--- src/rtl/stream_bit_reverser.sv ---
// stream_bit_reverser: per-beat pass/bit-rev/group-rev/half-swap of in_data into a DEPTH-entry FIFO; valid/ready on both sides, beat_count counts pops, level is occupancy
module stream_bit_reverser #(
  parameter int WIDTH = 16,
  parameter int GROUP = 4,
  parameter int DEPTH = 4,
  parameter int CNT_W = 8
) (
  input  logic                     clk,
  input  logic                     reset,
  input  logic                     in_valid,
  output logic                     in_ready,
  input  logic [1:0]               in_mode,
  input  logic [WIDTH-1:0]         in_data,
  output logic                     out_valid,
  input  logic                     out_ready,
  output logic [WIDTH-1:0]         out_data,
  output logic [CNT_W-1:0]         beat_count,
  output logic [$clog2(DEPTH):0]   level
);
  localparam int AW = $clog2(DEPTH);
  localparam int LW = AW + 1;
  localparam int NG = WIDTH / GROUP;
  logic [WIDTH-1:0] mem [DEPTH];
  logic [AW-1:0]    wp, rp;
  logic [LW-1:0]    cnt;
  logic [CNT_W-1:0] beats;
  logic [WIDTH-1:0] last, rev, grp, xf;
  logic             rst_q, push, pop;
  assign in_ready   = !reset && !rst_q && cnt != LW'(DEPTH);
  assign out_valid  = !reset && cnt != '0;
  assign out_data   = reset ? '0 : cnt != '0 ? mem[rp] : last;
  assign level      = reset ? '0 : cnt;
  assign beat_count = reset ? '0 : beats;
  assign push       = in_valid && in_ready;
  assign pop        = out_valid && out_ready;
  always_comb begin
    rev = '0;
    grp = '0;
    for (int i = 0; i < WIDTH; i++) rev[i] = in_data[WIDTH-1-i];
    for (int k = 0; k < NG; k++) grp[k*GROUP +: GROUP] = in_data[(NG-1-k)*GROUP +: GROUP];
    xf = in_mode == 2'b00 ? in_data :
         in_mode == 2'b01 ? rev :
         in_mode == 2'b10 ? grp : {in_data[WIDTH/2-1:0], in_data[WIDTH-1:WIDTH/2]};
  end
  always_ff @(posedge clk)
    if (push && !reset) mem[wp] <= xf;
  always_ff @(posedge clk) begin
    if (reset) begin
      wp    <= '0;
      rp    <= '0;
      cnt   <= '0;
      beats <= '0;
      last  <= '0;
      rst_q <= 1'b1;
    end else begin
      rst_q <= 1'b0;
      cnt   <= cnt + LW'(push) - LW'(pop);
      if (push) wp <= wp + 1'b1;
      if (pop) begin
        rp    <= rp + 1'b1;
        last  <= mem[rp];
        beats <= beats + 1'b1;
      end
    end
  end
endmodule

--- config.mk ---
export PLATFORM = sky130hd
export DESIGN_NAME = stream_bit_reverser
export DESIGN_NICKNAME = d
export VERILOG_FILES = /design/src/rtl/stream_bit_reverser.sv
export SDC_FILE = /design/constraint.sdc
export NUM_CORES = 1
export LEC_CHECK = 0
export BUFFER_PORTS_ARGS = -buffer_cell sky130_fd_sc_hd__buf_2
export CORE_ASPECT_RATIO = 0.75
export CORE_MARGIN = 2
export CORE_UTILIZATION = 45
export CTS_BUF_LIST = sky130_fd_sc_hd__clkbuf_4
export DETAILED_ROUTE_END_ITERATION = 16
export GPL_TIMING_DRIVEN = 0
export SLEW_MARGIN = 15
export SYNTH_ARGS = -nofsm -noshare
export SYNTH_HDL_FRONTEND = slang
export SYNTH_SLANG_ARGS = --single-unit
--- constraint.sdc ---
create_clock -name clk -period 2.7 [get_ports clk]
set_input_delay 0.135 -clock clk [delete_from_list [all_inputs] [get_ports clk]]
set_output_delay 0.135 -clock clk [all_outputs]
set_load 0.02 [all_outputs]
-- After elaboration in Yosys (flattened, before gate mapping)
Memories as Yosys holds them, arrays and structs flattened. A register that Yosys moved wholly into a read port is not among the register bits.
Index checks and enable logic that the tools add are counted.
- reduce and logical (&&, ||, !) cells: 10
- add/subtract/negate cells: 5
- multiplexer cells: 12
- equality and inequality tests: 3
- operators with widths (kind ; count):
    16-bit two-way mux ; 5
    8-bit by 1-bit adder with 8-bit output (second input constant) ; 1
    8-bit two-way mux ; 1
    1-bit logical AND ; 6
    2-bit by 1-bit adder with 2-bit output (second input constant) ; 2
    2-bit two-way mux ; 2
    3-bit by 1-bit adder with 3-bit output ; 1
    1-bit two-way mux ; 3
    3-bit two-way mux ; 1
    3-bit inequality test (second input constant) ; 1
    3-bit nonzero test ; 1
    3-bit by 1-bit subtractor with 3-bit output ; 1
    2-bit by 1-bit == test with 1-bit output (second input constant) ; 1
    2-bit == test (second input constant) ; 1
    1-bit logical NOT ; 2
    2-bit logical NOT ; 1
- RAM bits: 64
- input bits: 22
- flip-flop bits (word level): 32
- word-level logic and storage cells: 37
- memories: 1
- output and inout bits: 29
- memory list (name ; depth ; width ; read ports ; clocked after memory_dff ; write ports ; RTL line ; text):
    mem ; 4 ; 16 ; 1 ; 1 ; 1 ; 23 ; logic [WIDTH-1:0] mem [DEPTH];

-- Longest topological paths before layout
Gate-level depths: netlist of the first run.
- depth in word-level cells: 7
- gate-level depth with buffers: 12

-- Least setup slack after synthesis of the first run
OpenSTA, ideal clock, no wires.
- kind: register to register
- from: register cnt[1]
- to: register cnt[2]
- clock period less this slack: 2341 ps
- slack: 359 ps
- data arrival time: 2214 ps
- cell stages (with the launch flop): 13
- buffers on the path: 3
- library setup time: 128 ps
- data required time: 2572 ps
- path through: dfxtp_1 -> buf_4 -> o31ai_1 -> buf_2 -> buf_2 -> nor2_1 -> ha_1 -> inv_1 -> ha_1 -> inv_1 -> fa_1 -> xnor2_1 -> nor2_1
- elaborated cells on any way between the ends: 8
- those cells by class: add/sub: 2; eq/ne: 1; reduce/logical: 5
- RTL lines (element ; RTL line ; text):
    start, declared ; 25 ; logic [LW-1:0] cnt;
    start signal, assigned ; 57 ; cnt <= cnt + LW'(push) - LW'(pop);
    3-bit nonzero test ; 30 ; assign out_valid = !reset && cnt != '0;
    1-bit logical AND ; 30 ;
    1-bit logical AND ; 35 ; assign pop = out_valid && out_ready;
    via pop ; 28 ; logic rst_q, push, pop;
    3-bit by 1-bit subtractor with 3-bit output ; 57 ;
The timed path passes the listed nets, and every way through them passes these cells.
A chain may end at the register's enable or synchronous reset.

-- Final worst setup path of the first run
Ends and elaborated chain as after synthesis.

==> impl_metrics.tcl, run 1 <==
set metrics [dict create \
    drive_gt1_frac 0.3306 \
    cts-root-buf "clkbuf_4" \
    synthSimpleGateAreaFrac 0.09125 \
    nFillCells 857 \
    initial_core_util 0.4555 \
    cts.clk_slew.worst_paths_ps 150 \
    vias 2679 \
    synth.area.top_cells "edfxtp_1 (44%), mux4_2 (17%), dfxtp_1 (16%)" \
    drv_cap 0 \
    syn_inst 296 \
    grt_pass1_wl_um 13500 \
    cp_max_fo 10 \
    synth_mux_area_frac 0.1793 \
    vias_per_cell 5.412 \
    worstPathArrival_ps 2820 \
    hold_viol 0 \
    synth-seq-cells 98 \
    drt-pass1-iter-count 4 \
    crit_type "register to register" \
    status "finished, final reports clean" \
    numCtsBuffers 9 \
    max_freq_ghz 0.4043 \
    wl_met3_um 428 \
    synthTopCellsByCount "edfxtp_1 (64), nand2_1 (36), dfxtp_1 (34)" \
    area_delta_synth_final_pct 13.44 \
    globalplace.congestion 0.7935 \
    die_h_um 89.12 \
    antenna_left 0 \
    layout.nets 388 \
    synth-main-ff-cell "edfxtp_1" \
    dp_hpwl_um 6013 \
    ff2ff_path_depth 12 \
    antenna_found_initial 0 \
    die_area_mm2 0.01047 \
    cp.required_ps 3050 \
    rsz0062_at_grt "false" \
    chipWidth_um 117.5 \
    wire_per_inst_um 17.30 \
    grt_max_degree 18 \
    wl_met1_um 4247 \
    final-setup-viol-count 0 \
    async_reset_ff_frac 0 \
    core_mm2 0.009542 \
    synth.most_common_cell "edfxtp_1" \
    drt_iter0_drc 140 \
    synthAdderAreaFrac 0.02476 \
    yosysTopAreaCell "edfxtp_1" \
    grt_usage 0.1733 \
    skew_ps 16.83 \
    hold_path_class "input pin to register" \
    clock_latency_ps 450 \
    whs_ps 98.38 \
    leakage_nw 1.768 \
    drc 0 \
    overflow 0 \
    syn_area_mm2 0.004347 \
    fin_crit_ps 2474 \
    antennaDiodeCount 0 \
    postSynthAreaPerCell_um2 14.68 \
    finalCoreUtilization 0.5168 \
    end_kind "register" \
    grt_pass1_vias 2440 \
    dr_wl_met2_um 3812 \
    synth_top_area_frac 0.4421 \
    synth_compound_area_frac 0.06333 \
    cts_sinks 98 \
    maxSlewHeadroom 0.4051 \
    rows 31 \
    hold_depth 4 \
    cp-start-kind "register" \
    cts_tree "done" \
    synth_edf_count 64 \
    fin_crit_sh 0.9162 \
    synth_cell_types 38 \
    io_pins 51 \
    cp_slowest_stage_delay_ps 380 \
    clockBufferDepth 2 \
    syn_nets 326 \
    powerDensity_mw_per_mm2 786.2 \
    drv_slew 0 \
    synth_xor_xnor_area_share 0.01007 \
    synth_top_family_by_area "multiplexers" \
    critPathSlowestCell "fa_1" \
    tightest_slew_ps 892.3 \
    topRoutingLayerUsed "met4" \
    port_buffers 48 \
    crit_chain "buf_4 > o31ai_2 > buf_4 > clkbuf_4 > nor2_1 > ha_1 > inv_1 > ha_1 > inv_1 > fa_1 > xnor2_1 > nor2_1" \
    wl_um 8564 \
    seq_area_frac_synth 0.5987 \
    ctsHtreeMaxLevel 3 \
    ys_warn_count 0 \
    ir_drop_uv 282.4 \
]
==> placed cells by master (no fill, tap or decap), types with 7 or more instances in the layout <==
cell type  Yosys  final
nor2b_1       12     12
nand2_1       36     36
mux4_2        32     32
nor2_1        12     12
edfxtp_1      64     64
a22o_1        16     16
buf_2         11     57
ha_1           7      7
dfxtp_1       34     34
a21oi_1       19     19
clkbuf_4       0     10
==> through the flow <==
stage                     std cells  setup WS (ps)  setup TNS [ps]  total power [mW]  area [µm²]
final                           495          226.3               0             3.877        4931
after global routing            495          49.00               0             4.101        4931
after CTS                       493          12.39               0             3.883        4906
after detailed placement        476         -17.39          -17.39             3.097        4752
after global placement          476         -5.718          -5.718             3.075        4752
after floorplan                 296          358.7               0             2.746        4347
==> kinds of logic after synthesis <==
group | Yosys count
flip-flops | 98
AND/OR/NAND/NOR | 79
AO/OA/AOI/OAI | 41
multiplexers | 37
buffers and inverters | 28
adder cells (fa/ha/maj) | 8
XOR/XNOR | 5
==> routing by layer <==
layer	GRT usage	vias up
li1	-	1250
met1	0.2493	1361
met2	0.2610	62
met3	0.05548	6
met4	0.03943	0
met5	0	-
==> worst paths after layout <==
| path | startpoint | to | slack (ps) |
|---|---|---|---|
| worst max-delay path | cnt[1]$_SDFF_PP0_ | cnt[2]$_SDFF_PP0_ | 230 |
| worst min-delay path | out_ready | register | 100 |
| worst max register to register | cnt[1]$_SDFF_PP0_ | cnt[2]$_SDFF_PP0_ | 230 |
| worst min register to register | last[3]$_SDFFE_PP0P_ | last[3]$_SDFFE_PP0P_ | 470 |
==> state kept, by name (all words and copies together) (netlist names), named ones only <==
signal  count
beats       8
cnt         3
last       16
mem        64
rp          2
rst_q       1
wp          2
==> area by class of cell <==
cell class | count | area [µm²] | share of cell area
clock inverter | 7 | 76.32 | 0.01548
inverter | 6 | 22.52 | 0.004567
multi-input combinational | 170 | 1608 | 0.3261
timing repair buffer | 51 | 265.3 | 0.05379
sequential | 98 | 2603 | 0.5278
tap | 132 | 165.2 | 0.03349
clock buffer | 9 | 67.56 | 0.01370
buffer | 22 | 123.9 | 0.02512
==> power by group <==
| group | leakage (nW) | total (mW) | switching, mW | internal, mW |
|---|---|---|---|---|
| logic | 0.840 | 1.28 | 0.740 | 0.540 |
| registers | 0.855 | 1.80 | 0.0685 | 1.74 |
| clock network | 0.0733 | 0.793 | 0.503 | 0.291 |
==> critical path: cells and delay by family (launching register included) <==
| family | cells | cell delay (ps) |
|---|---|---|
| adder cells (fa/ha/maj) | 3 | 810 |
| XOR/XNOR | 1 | 160 |
| AO/OA/AOI/OAI | 1 | 250 |
| flip-flops | 1 | 360 |
| AND/OR/NAND/NOR | 2 | 110 |
| buffers and inverters | 5 | 690 |
==> what timing repair did <==
action | CTS | global route
setup endpoints to repair | 0 | 2
setup buffers | 0 | 2
hold buffers | 1 | 0
hold endpoints to repair | 1 | 0
resized for setup | 0 | 4
(Power assumes the default switching activity.)
==> inputs of run 2 (changes only) <==
--- a/config.mk
+++ b/config.mk
@@ -6,7 +6,6 @@
 export NUM_CORES = 1
 export LEC_CHECK = 0
 export BUFFER_PORTS_ARGS = -buffer_cell sky130_fd_sc_hd__buf_2
-export CORE_ASPECT_RATIO = 0.75
 export CORE_MARGIN = 2
 export CORE_UTILIZATION = 45
 export CTS_BUF_LIST = sky130_fd_sc_hd__clkbuf_4
==> impl_metrics.tcl, run 2 (synthesized netlist as in run 1, its figures left out) <==
set metrics [dict create \
    status "finished, final reports clean" \
    area_delta_synth_final_pct 12.38 \
    wire_per_inst_um 17.24 \
    grt_max_degree 19 \
    cts-root-buf "clkbuf_4" \
    top_regs "mem (64), last (16), beats (8)" \
    fin_ws_ps 240.0 \
    maxSlewHeadroom 0.4195 \
    hold_viol 0 \
    die_area_mm2 0.01046 \
    crit_type "register to register" \
    tightest_slew_ps 870.7 \
    skew_ps 15.19 \
    r2r_end "cnt[2]$_SDFF_PP0_" \
    post-cts-setup-buffers 0 \
    final_common_cell "edfxtp_1" \
    vias 2607 \
    nFillCells 789 \
    leakage_nw 1.755 \
    initial_core_util 0.4660 \
    swShare 0.3462 \
    cts_sinks 98 \
    cp_max_fo 8 \
    antenna_left 0 \
    r2r_start "cnt[1]$_SDFF_PP0_" \
    io_pins 51 \
    ir_drop_uv 303.4 \
    p_int_mw 2.456 \
    fin_crit_sh 0.9111 \
    cts_tree "done" \
    whs_ps 134.9 \
    p_clk_frac 0.189 \
    final_area_mm2 0.004885 \
    clock_latency_ps 440 \
    max_freq_ghz 0.4065 \
    layout.nets 385 \
    cp.required_ps 3040 \
    cp-start-kind "register" \
    rsz0062_at_grt "false" \
    worstPathArrival_ps 2800 \
    ctsHtreeMaxLevel 3 \
    wl_um 8432 \
    fin_crit_ps 2460 \
    core_mm2 0.009328 \
    overflow 0 \
    hold_depth 4 \
    endpoint "cnt[2]$_SDFF_PP0_" \
    largest_register "mem" \
    drt_iter0_drc 95 \
    final-setup-viol-count 0 \
    numCtsBuffers 9 \
    port_buffers 48 \
    place_area_mm2 0.004748 \
    cts.clk_slew.worst_paths_ps 160 \
    power_frac_comb 0.330 \
    globalplace.congestion 0.7781 \
    clockBufferDepth 2 \
    fin_total_pwr_mw 3.757 \
    powerDensity_mw_per_mm2 769.2 \
    drt-pass1-iter-count 4 \
    seq_power_share 0.480 \
    drc 0 \
    dpl.cell_count 473 \
    die_h_um 102.3 \
    dp_hpwl_um 6038 \
    fin_tns_setup_ps 0 \
    end_kind "register" \
    finalCoreUtilization 0.5237 \
    startpoint "cnt[1]$_SDFF_PP0_" \
    antennaDiodeCount 0 \
    place_ws_ps -73.04 \
    drv_cap 0 \
    r2r_setup_slack_ps 240 \
    rows 35 \
    drv_slew 0 \
    antenna_found_initial 0 \
    ff2ff_path_depth 12 \
    drive_gt1_frac 0.3194 \
    largest_reg_flops 64 \
    layout_common_cells "edfxtp_1 (64), buf_2 (57), nand2_1 (36)" \
    final_cells 489 \
    grt_pass1_wl_um 13470 \
    vias_per_cell 5.331 \
    grt_pass1_vias 2567 \
    hold_path_class "input pin to register" \
    grt_usage 0.1742 \
    chipWidth_um 102.3 \
    switchingPower_mw 1.301 \
]
run 2: worst min-delay path by stage:
stage,slack (ps),start,end
after CTS,110,out_ready,rp[1]$_SDFFE_PP0P_
after floorplan,160,reset,rst_q$_DFF_P_
after global routing,150,out_ready,register
after detailed placement,300,reset,rst_q$_DFF_P_
final,130,out_ready,register
after global placement,310,reset,rst_q$_DFF_P_
run 2: what timing repair did:
item | CTS | global route
resized for setup | 1 | 0
cloned | 0 | 0
hold buffers | 1 | 0
endpoints found under the setup margin | 1 | 2
endpoints found under the hold margin | 1 | 0
run 2: power groups by stage:
stage                     registers (mW)  logic [mW]  clock network [mW]
after floorplan                     1.82       0.926                   0
after global placement              1.83        1.24                   0
after detailed placement            1.84        1.26                   0
after CTS                           1.80        1.27               0.737
after global routing                1.82        1.37               0.795
final                               1.80        1.24               0.712
run 2: layout make-up:
type | instances | area, µm² | share of cell area
multi-input cells | 170 | 1603 | 0.3281
clock buffers | 9 | 67.56 | 0.01383
inverters | 6 | 22.52 | 0.004611
repair buffers | 49 | 250.2 | 0.05123
clock inverters | 7 | 61.31 | 0.01255
well taps | 129 | 161.4 | 0.03304
flip-flops and latches | 98 | 2603 | 0.5328
plain buffers | 21 | 116.4 | 0.02382
run 2: worst max-delay path, cell delays in order, from the launching register on:
cell,delay (ps)
dfxtp_1,370
buf_4,170
or3b_1,370
and3_1,200
buf_6,140
inv_1,70
ha_1,220
inv_1,60
ha_1,130
inv_1,50
fa_1,370
xnor2_1,170
nor2_1,50
run 2: routing by layer:
layer / routed length [µm] / part of all wire / track usage / vias to the layer above
li1: - / - / - / 1236
met1: 3895 / 0.46 / 0.2296 / 1297
met2: 4111 / 0.49 / 0.2905 / 65
met3: 309 / 0.037 / 0.03557 / 9
met4: 115 / 0.014 / 0.05846 / 0
met5: 0 / 0 / 0 / -
